==> config.mk <==
export PLATFORM = sky130hd
export DESIGN_NAME = slave_sync_tracker
export DESIGN_NICKNAME = d
export VERILOG_FILES = /design/src/rtl/slave_sync_pkg.sv /design/src/rtl/slot_supervisor.sv /design/src/rtl/slave_sync_tracker.sv
export SDC_FILE = /design/constraint.sdc
export NUM_CORES = 1
export LEC_CHECK = 0
export CORE_MARGIN = 4
export CORE_UTILIZATION = 40
export CTS_CLUSTER_DIAMETER = 40
export DETAILED_ROUTE_END_ITERATION = 10
export HOLD_SLACK_MARGIN = 0.03
export PLACE_DENSITY = 0.66
export SLEW_MARGIN = 20
export SYNTH_ARGS = -nofsm -noshare
export SYNTH_HDL_FRONTEND = slang
export SYNTH_SLANG_ARGS = --single-unit
==> constraint.sdc <==
create_clock -name clk_6M -period 10.1 [get_ports clk_6M]
set_clock_uncertainty 0.2 [all_clocks]
set_input_delay 2.02 -clock clk_6M [delete_from_list [all_inputs] [get_ports clk_6M]]
set_output_delay 2.02 -clock clk_6M [all_outputs]
set_load 0.02 [all_outputs]
==> src/rtl/slave_sync_pkg.sv <==
// Shared types and constants for the slave sync tracker: FSM states, slot
// geometry and datapath widths.
package slave_sync_pkg;

  localparam int SLOT_US      = 625;
  localparam int HALF_SLOT_US = 312;
  localparam int ERR_W        = 11;
  localparam int ADJ_W        = 10;
  localparam int SLOT_CNT_W   = 12;
  localparam int CLK_W        = 28;
  localparam int SYNC_CLK_W   = 26;

  typedef enum logic [1:0] {
    ST_IDLE  = 2'd0,
    ST_ACQ   = 2'd1,
    ST_TRACK = 2'd2,
    ST_LOST  = 2'd3
  } state_t;

endpackage

==> src/rtl/slot_supervisor.sv <==
// Link supervision: counts slots since the last accepted sync (saturating)
// and flags a timeout when the programmed slot budget is reached.
module slot_supervisor
  import slave_sync_pkg::*;
(
  input  logic                  clk,
  input  logic                  rst,
  input  logic                  clr,
  input  logic                  tslot_p,
  input  logic                  arm,
  input  logic [SLOT_CNT_W-1:0] lost_slots,
  output logic [SLOT_CNT_W-1:0] count,
  output logic                  timeout,
  output logic                  lost_p
);

  localparam logic [SLOT_CNT_W-1:0] CNT_MAX = '1;

  logic [SLOT_CNT_W-1:0] count_nxt;

  // A clear on the same cycle as a slot boundary wins.
  always_comb begin
    count_nxt = count;
    if (clr)
      count_nxt = '0;
    else if (tslot_p && count != CNT_MAX)
      count_nxt = count + 1'b1;
  end

  // >= rather than == so a count already past a lowered threshold still trips.
  assign timeout = tslot_p && !clr && arm && (lost_slots != '0) &&
                   (count_nxt >= lost_slots);

  always_ff @(posedge clk or posedge rst) begin
    if (rst) begin
      count  <= '0;
      lost_p <= 1'b0;
    end else begin
      count  <= count_nxt;
      lost_p <= timeout;
    end
  end

endmodule

==> src/rtl/slave_sync_tracker.sv <==
// Slave sync tracker: measures correlator sync phase against the local slot
// counter, filters it into timebase adjust requests and supervises the link.
module slave_sync_tracker #(
  parameter int SLOT_US     = 625,
  parameter int OUTLIER_MAX = 3
) (
  input  logic                                     clk_6M,
  input  logic                                     rst,
  input  logic                                     enable,
  input  logic                                     p_1us,
  input  logic                                     s_tslot_p,
  input  logic [9:0]                               s_counter_1us,
  input  logic [slave_sync_pkg::CLK_W-1:0]         CLK_slave,
  input  logic                                     corre_sync_p,
  input  logic [9:0]                               regi_expected_sync_us,
  input  logic [5:0]                               regi_err_tol,
  input  logic [1:0]                               regi_avg_shift,
  input  logic [slave_sync_pkg::SLOT_CNT_W-1:0]    regi_lost_slots,
  output logic signed [slave_sync_pkg::ERR_W-1:0]  sync_err,
  output logic                                     adj_p,
  output logic signed [slave_sync_pkg::ADJ_W-1:0]  adj_us,
  output logic                                     locked,
  output logic                                     sync_lost_p,
  output logic [slave_sync_pkg::SLOT_CNT_W-1:0]    slots_since_sync,
  output logic [slave_sync_pkg::SYNC_CLK_W-1:0]    last_sync_CLK
);

  import slave_sync_pkg::*;

  localparam int OCW = $clog2(OUTLIER_MAX + 1);
  localparam logic signed [ERR_W:0] SLOT_S = (ERR_W+1)'(SLOT_US);
  localparam logic signed [ERR_W:0] HALF_S = (ERR_W+1)'(SLOT_US / 2);
  localparam logic [OCW-1:0]        OUT_LAST = OCW'(OUTLIER_MAX - 1);

  state_t                  state;
  logic                    sync_vld;
  logic [SYNC_CLK_W-1:0]   sync_clk;
  logic [OCW-1:0]          outlier_cnt;

  logic signed [ERR_W:0]   raw, wrapped;
  logic signed [ERR_W-1:0] err_in, err_shr, trk_adj;
  logic [ERR_W-1:0]        err_abs;
  logic                    take, outlier, accept, arm, sup_clr, timeout;
  logic                    unused_ok;

  assign unused_ok = ^{p_1us, CLK_slave[1:0]};

  // Phase error folded into one half-slot either side of nominal.
  always_comb begin
    raw     = $signed({2'b00, s_counter_1us}) - $signed({2'b00, regi_expected_sync_us});
    wrapped = raw;
    if (raw > HALF_S)
      wrapped = raw - SLOT_S;
    else if (raw < -HALF_S)
      wrapped = raw + SLOT_S;
    err_in = wrapped[ERR_W-1:0];
  end

  // A sync is only taken when tracking is live and no earlier one is in flight.
  assign take = enable && (state != ST_IDLE) && corre_sync_p && !sync_vld;

  always_comb begin
    err_abs = sync_err[ERR_W-1] ? ERR_W'(-sync_err) : ERR_W'(sync_err);
    err_shr = sync_err >>> regi_avg_shift;
    trk_adj = err_shr;
    // Small errors must still nudge the timebase, or the loop stalls short of zero.
    if (err_shr == '0 && sync_err != '0)
      trk_adj = sync_err[ERR_W-1] ? -ERR_W'(1) : ERR_W'(1);
  end

  assign outlier = (state == ST_TRACK) && (err_abs > {{(ERR_W-6){1'b0}}, regi_err_tol});
  assign accept  = enable && sync_vld &&
                   ((state == ST_ACQ) || (state == ST_LOST) ||
                    ((state == ST_TRACK) && !outlier));
  assign arm     = enable && ((state == ST_ACQ) || (state == ST_TRACK));
  assign sup_clr = accept || !enable || (state == ST_IDLE);

  slot_supervisor u_sup (
    .clk        (clk_6M),
    .rst        (rst),
    .clr        (sup_clr),
    .tslot_p    (s_tslot_p),
    .arm        (arm),
    .lost_slots (regi_lost_slots),
    .count      (slots_since_sync),
    .timeout    (timeout),
    .lost_p     (sync_lost_p)
  );

  always_ff @(posedge clk_6M or posedge rst) begin
    if (rst) begin
      state         <= ST_IDLE;
      sync_vld      <= 1'b0;
      sync_clk      <= '0;
      sync_err      <= '0;
      adj_p         <= 1'b0;
      adj_us        <= '0;
      locked        <= 1'b0;
      last_sync_CLK <= '0;
      outlier_cnt   <= '0;
    end else begin
      adj_p    <= 1'b0;
      sync_vld <= take;
      if (take) begin
        sync_err <= err_in;
        sync_clk <= CLK_slave[CLK_W-1:2];
      end
      if (accept)
        last_sync_CLK <= sync_clk;

      if (!enable) begin
        state       <= ST_IDLE;
        locked      <= 1'b0;
        outlier_cnt <= '0;
      end else begin
        case (state)
          ST_IDLE: state <= ST_ACQ;

          ST_ACQ, ST_LOST: begin
            if (accept) begin
              state       <= ST_TRACK;
              locked      <= 1'b1;
              outlier_cnt <= '0;
              adj_p       <= 1'b1;
              adj_us      <= sync_err[ADJ_W-1:0];
            end else if (timeout) begin
              state <= ST_LOST;
            end
          end

          ST_TRACK: begin
            if (accept) begin
              outlier_cnt <= '0;
              if (sync_err != '0) begin
                adj_p  <= 1'b1;
                adj_us <= trk_adj[ADJ_W-1:0];
              end
            end else if (timeout) begin
              state       <= ST_LOST;
              locked      <= 1'b0;
              outlier_cnt <= '0;
            end else if (sync_vld) begin
              if (outlier_cnt == OUT_LAST) begin
                state       <= ST_ACQ;
                locked      <= 1'b0;
                outlier_cnt <= '0;
              end else begin
                outlier_cnt <= outlier_cnt + 1'b1;
              end
            end
          end

          default: state <= ST_IDLE;
        endcase
      end
    end
  end

endmodule

==> results.cfg <==
[floorplanning]
start_util_pct = 41.4
dieArea_mm2 = 0.0165
fp.dieH_um = 129
die_w_um = 129
core-area_mm2 = 0.0140
num_io_pins = 136
rows = 43

[grt]
track_usage_pct = 17.3
grt_pass1_wl_mm = 23.4
grt_pass1_vias = 4932
antenna_found_initial = 0
grt_max_degree = 80
overflow = 0

[power]
ir_drop_uv = 123
finalPower_mw = 1.76
p_per_area_mw_per_mm2 = 232
power.leakage_nw = 3.40

[worst_setup_path]
crit_required_ps = 10110
slowest_delay_ps = 450
critPathArrivalTime_ps = 6360
cp_top_family = simple AND/OR/NAND/NOR gates
crit_fanout = 33
cp-end-kind = flop
slowest_stage = clkdlybuf4s50_1
path_class = in -> reg
worstSetupStartpointType = input port
rr_worst_depth = 19
crit_chain = clkdlybuf4s50_1, inv_1, ha_1, nor2b_1, o21a_1, o21bai_1, a21oi_1, o21ai_4, buf_4, or2_2, nor2_1, ha_1, a21o_1, a211oi_1, or3_1, a41o_1, nor4_2, a21oi_1, o21ai_0, mux2i_1
cp.depth = 20
path_buf_inv = 3

[layout]
antenna_cells = 0
fillers = 1240
final_nets = 855
fin_area_mm2 = 0.00756
drive_above_1_share_pct = 9.75
area_growth_pct = 30.2
fin_cells = 929
final_util_pct = 53.9

[timing]
hold_viol = 0
slew_headroom_pct = 30.0
holdWs_ps = 275
maxSlewViolCount = 0
setup_violations = 0
rsz0062_at_grt = no
fmax_mhz = 158
tightest_slew_ps = 1050
fin_crit_sh_pct = 62.8
setup_ws_ps = 3760
min_period_ps = 6340
fin_tns_setup_ps = 0

[synth]
postSynthCellCount = 624
yosys_warnings = 0
syn_nets = 735
ys_seq_area_share_pct = 40.1
synth_edf_count = 0
synth_area_leader_cell = dfrtp_1
async_flop_share_pct = 100
synth_top_area_share_pct = 40.1
synthTopCellsByArea = dfrtp_1 (40%), nand2_1 (8.3%), ha_1 (7.8%)
synthFlopType = dfrtp_1
ys_seq_elements = 93
avgSynthCellArea_um2 = 9.31
synth.cell_area_mm2 = 0.00581
ys_types = 68

[route]
route.detailed.drc = 0
wl_mm = 13.9
firstDrtPassIters = 4
viasPerCell = 5.21
num_vias = 4841
drt_iter0_markers = 191
post_drt_wl_per_cell_um = 14.9
drt.antenna.violating_nets = 0

[hold_path]
whs_path_depth = 2
worst_hold_path_type = reg -> reg

[run]
drv_cap = 0

[clock_network]
htreeDepth = 3
clock-root-buffer = clkbuf_16
hold_buffers = 0
numCtsBuffers = 9
cts_resized = 0
cts_setup_buffers = 0
insertion_delay_ps = 350
cts_tree = done
cts_buffer_depth = 2
clock_sinks = 93
cts.clk_slew.worst_paths_ps = 70

[placement]
place_ws_ps = 3380
post_dp_cell_area_mm2 = 0.00728
place.port_buffers = 132
dpl.cell_count = 913
gp_congestion = 0.848
dp_hpwl_mm = 10.5

[outcome]
status = completed
-- sequential cells by signal, indices dropped and copies added, names as in the netlist --
name           count
sync_clk          26
locked             1
outlier_cnt        2
adj_p              1
adj_us            10
sync_err          11
sync_vld           1
state              2
last_sync_CLK     26
u_sup.count       12
u_sup.lost_p       1
-- power by group --
group	internal, mW	leakage (nW)	switching (mW)
Combinational	0.390	2.05	0.414
Clock	0.170	0.134	0.154
Sequential	0.508	1.22	0.122
-- placed cells by master, fill, tap and decap left out, types with 3 or more instances in the layout --
cell / n
a211oi_1: 3
a21o_1: 7
a21oi_1: 20
a22oi_1: 4
a31oi_1: 3
clkbuf_16: 9
clkdlybuf4s50_1: 132
dfrtp_1: 93
ha_1: 36
inv_1: 43
mux2_2: 26
mux2i_1: 14
mux4_2: 8
nand2_1: 128
nand2b_1: 9
nand3_1: 14
nand3b_1: 4
nand4_1: 7
nor2_1: 33
nor2b_1: 3
nor3_1: 6
nor4_1: 9
o21a_1: 5
o21ai_0: 32
o21ai_1: 7
o31ai_1: 6
or3_1: 3
xnor2_1: 17
xor2_1: 14
-- layout make-up --
type	count	area [um2]	area share, %
clock inverters	7	57.6	0.761
well taps	180	225	2.98
multi-input cells	461	3220	42.5
flip-flops and latches	93	2330	30.8
clock buffers	9	225	2.98
inverters	45	171	2.27
repair buffers	134	1340	17.7
-- per-layer routing --
| layer | up-vias | track usage [%] | part of all wire, % |
|---|---|---|---|
| li1 | 2412 | - | - |
| met1 | 2304 | 21.4 | 43 |
| met2 | 105 | 29.8 | 51 |
| met3 | 20 | 4.57 | 5.0 |
| met4 | 0 | 5.13 | 1.7 |
| met5 | - | 0 | 0 |
-- cells in the mapped netlist (4+ instances only) --
cell,count
o21a_1,5
inv_1,44
nand3_1,14
o31ai_1,6
nand4_1,7
nor4_1,9
ha_1,36
clkbuf_1,18
mux4_2,8
nand2_1,128
dfrtp_1,93
a22oi_1,4
nor3_1,6
o21ai_0,32
a21oi_1,20
nand2b_1,9
nand3b_1,4
nor2_1,33
xor2_1,14
xnor2_1,17
mux2_2,26
buf_2,5
a21o_1,7
o21ai_1,7
mux2i_1,14
-- cells by family after synthesis --
logic type,after synthesis,share of synthesized area (%)
and+or+nand+nor,230,18.1
buffers and inverters,70,4.70
muxes,48,10.6
adders and majority gates,37,8.10
xor gates and xnor gates,32,4.95
DFF,93,40.1
AOI/OAI and AO/OA,114,13.5
-- path summary, 6_finish.rpt --
kind | from | end | slack, ps
max in group asynchronous | rst | sync_clk[17] | 7040
setup reg to reg | sync_err[4] | outlier_cnt[0] | 4650
setup / recovery | regi_err_tol[1] | outlier_cnt[0] | 3760
hold / removal | sync_clk[12] | sync_clk[12] | 270
hold reg to reg | sync_clk[12] | sync_clk[12] | 270
min in group asynchronous | rst | last_sync_CLK[1] | 1740
-- tightest hold or removal path, cell delays in order (launching register included) --
cell and delay (ps):
dfrtp_1 340, nand2_1 50, nand2_1 50
(Power assumes the default switching activity.)
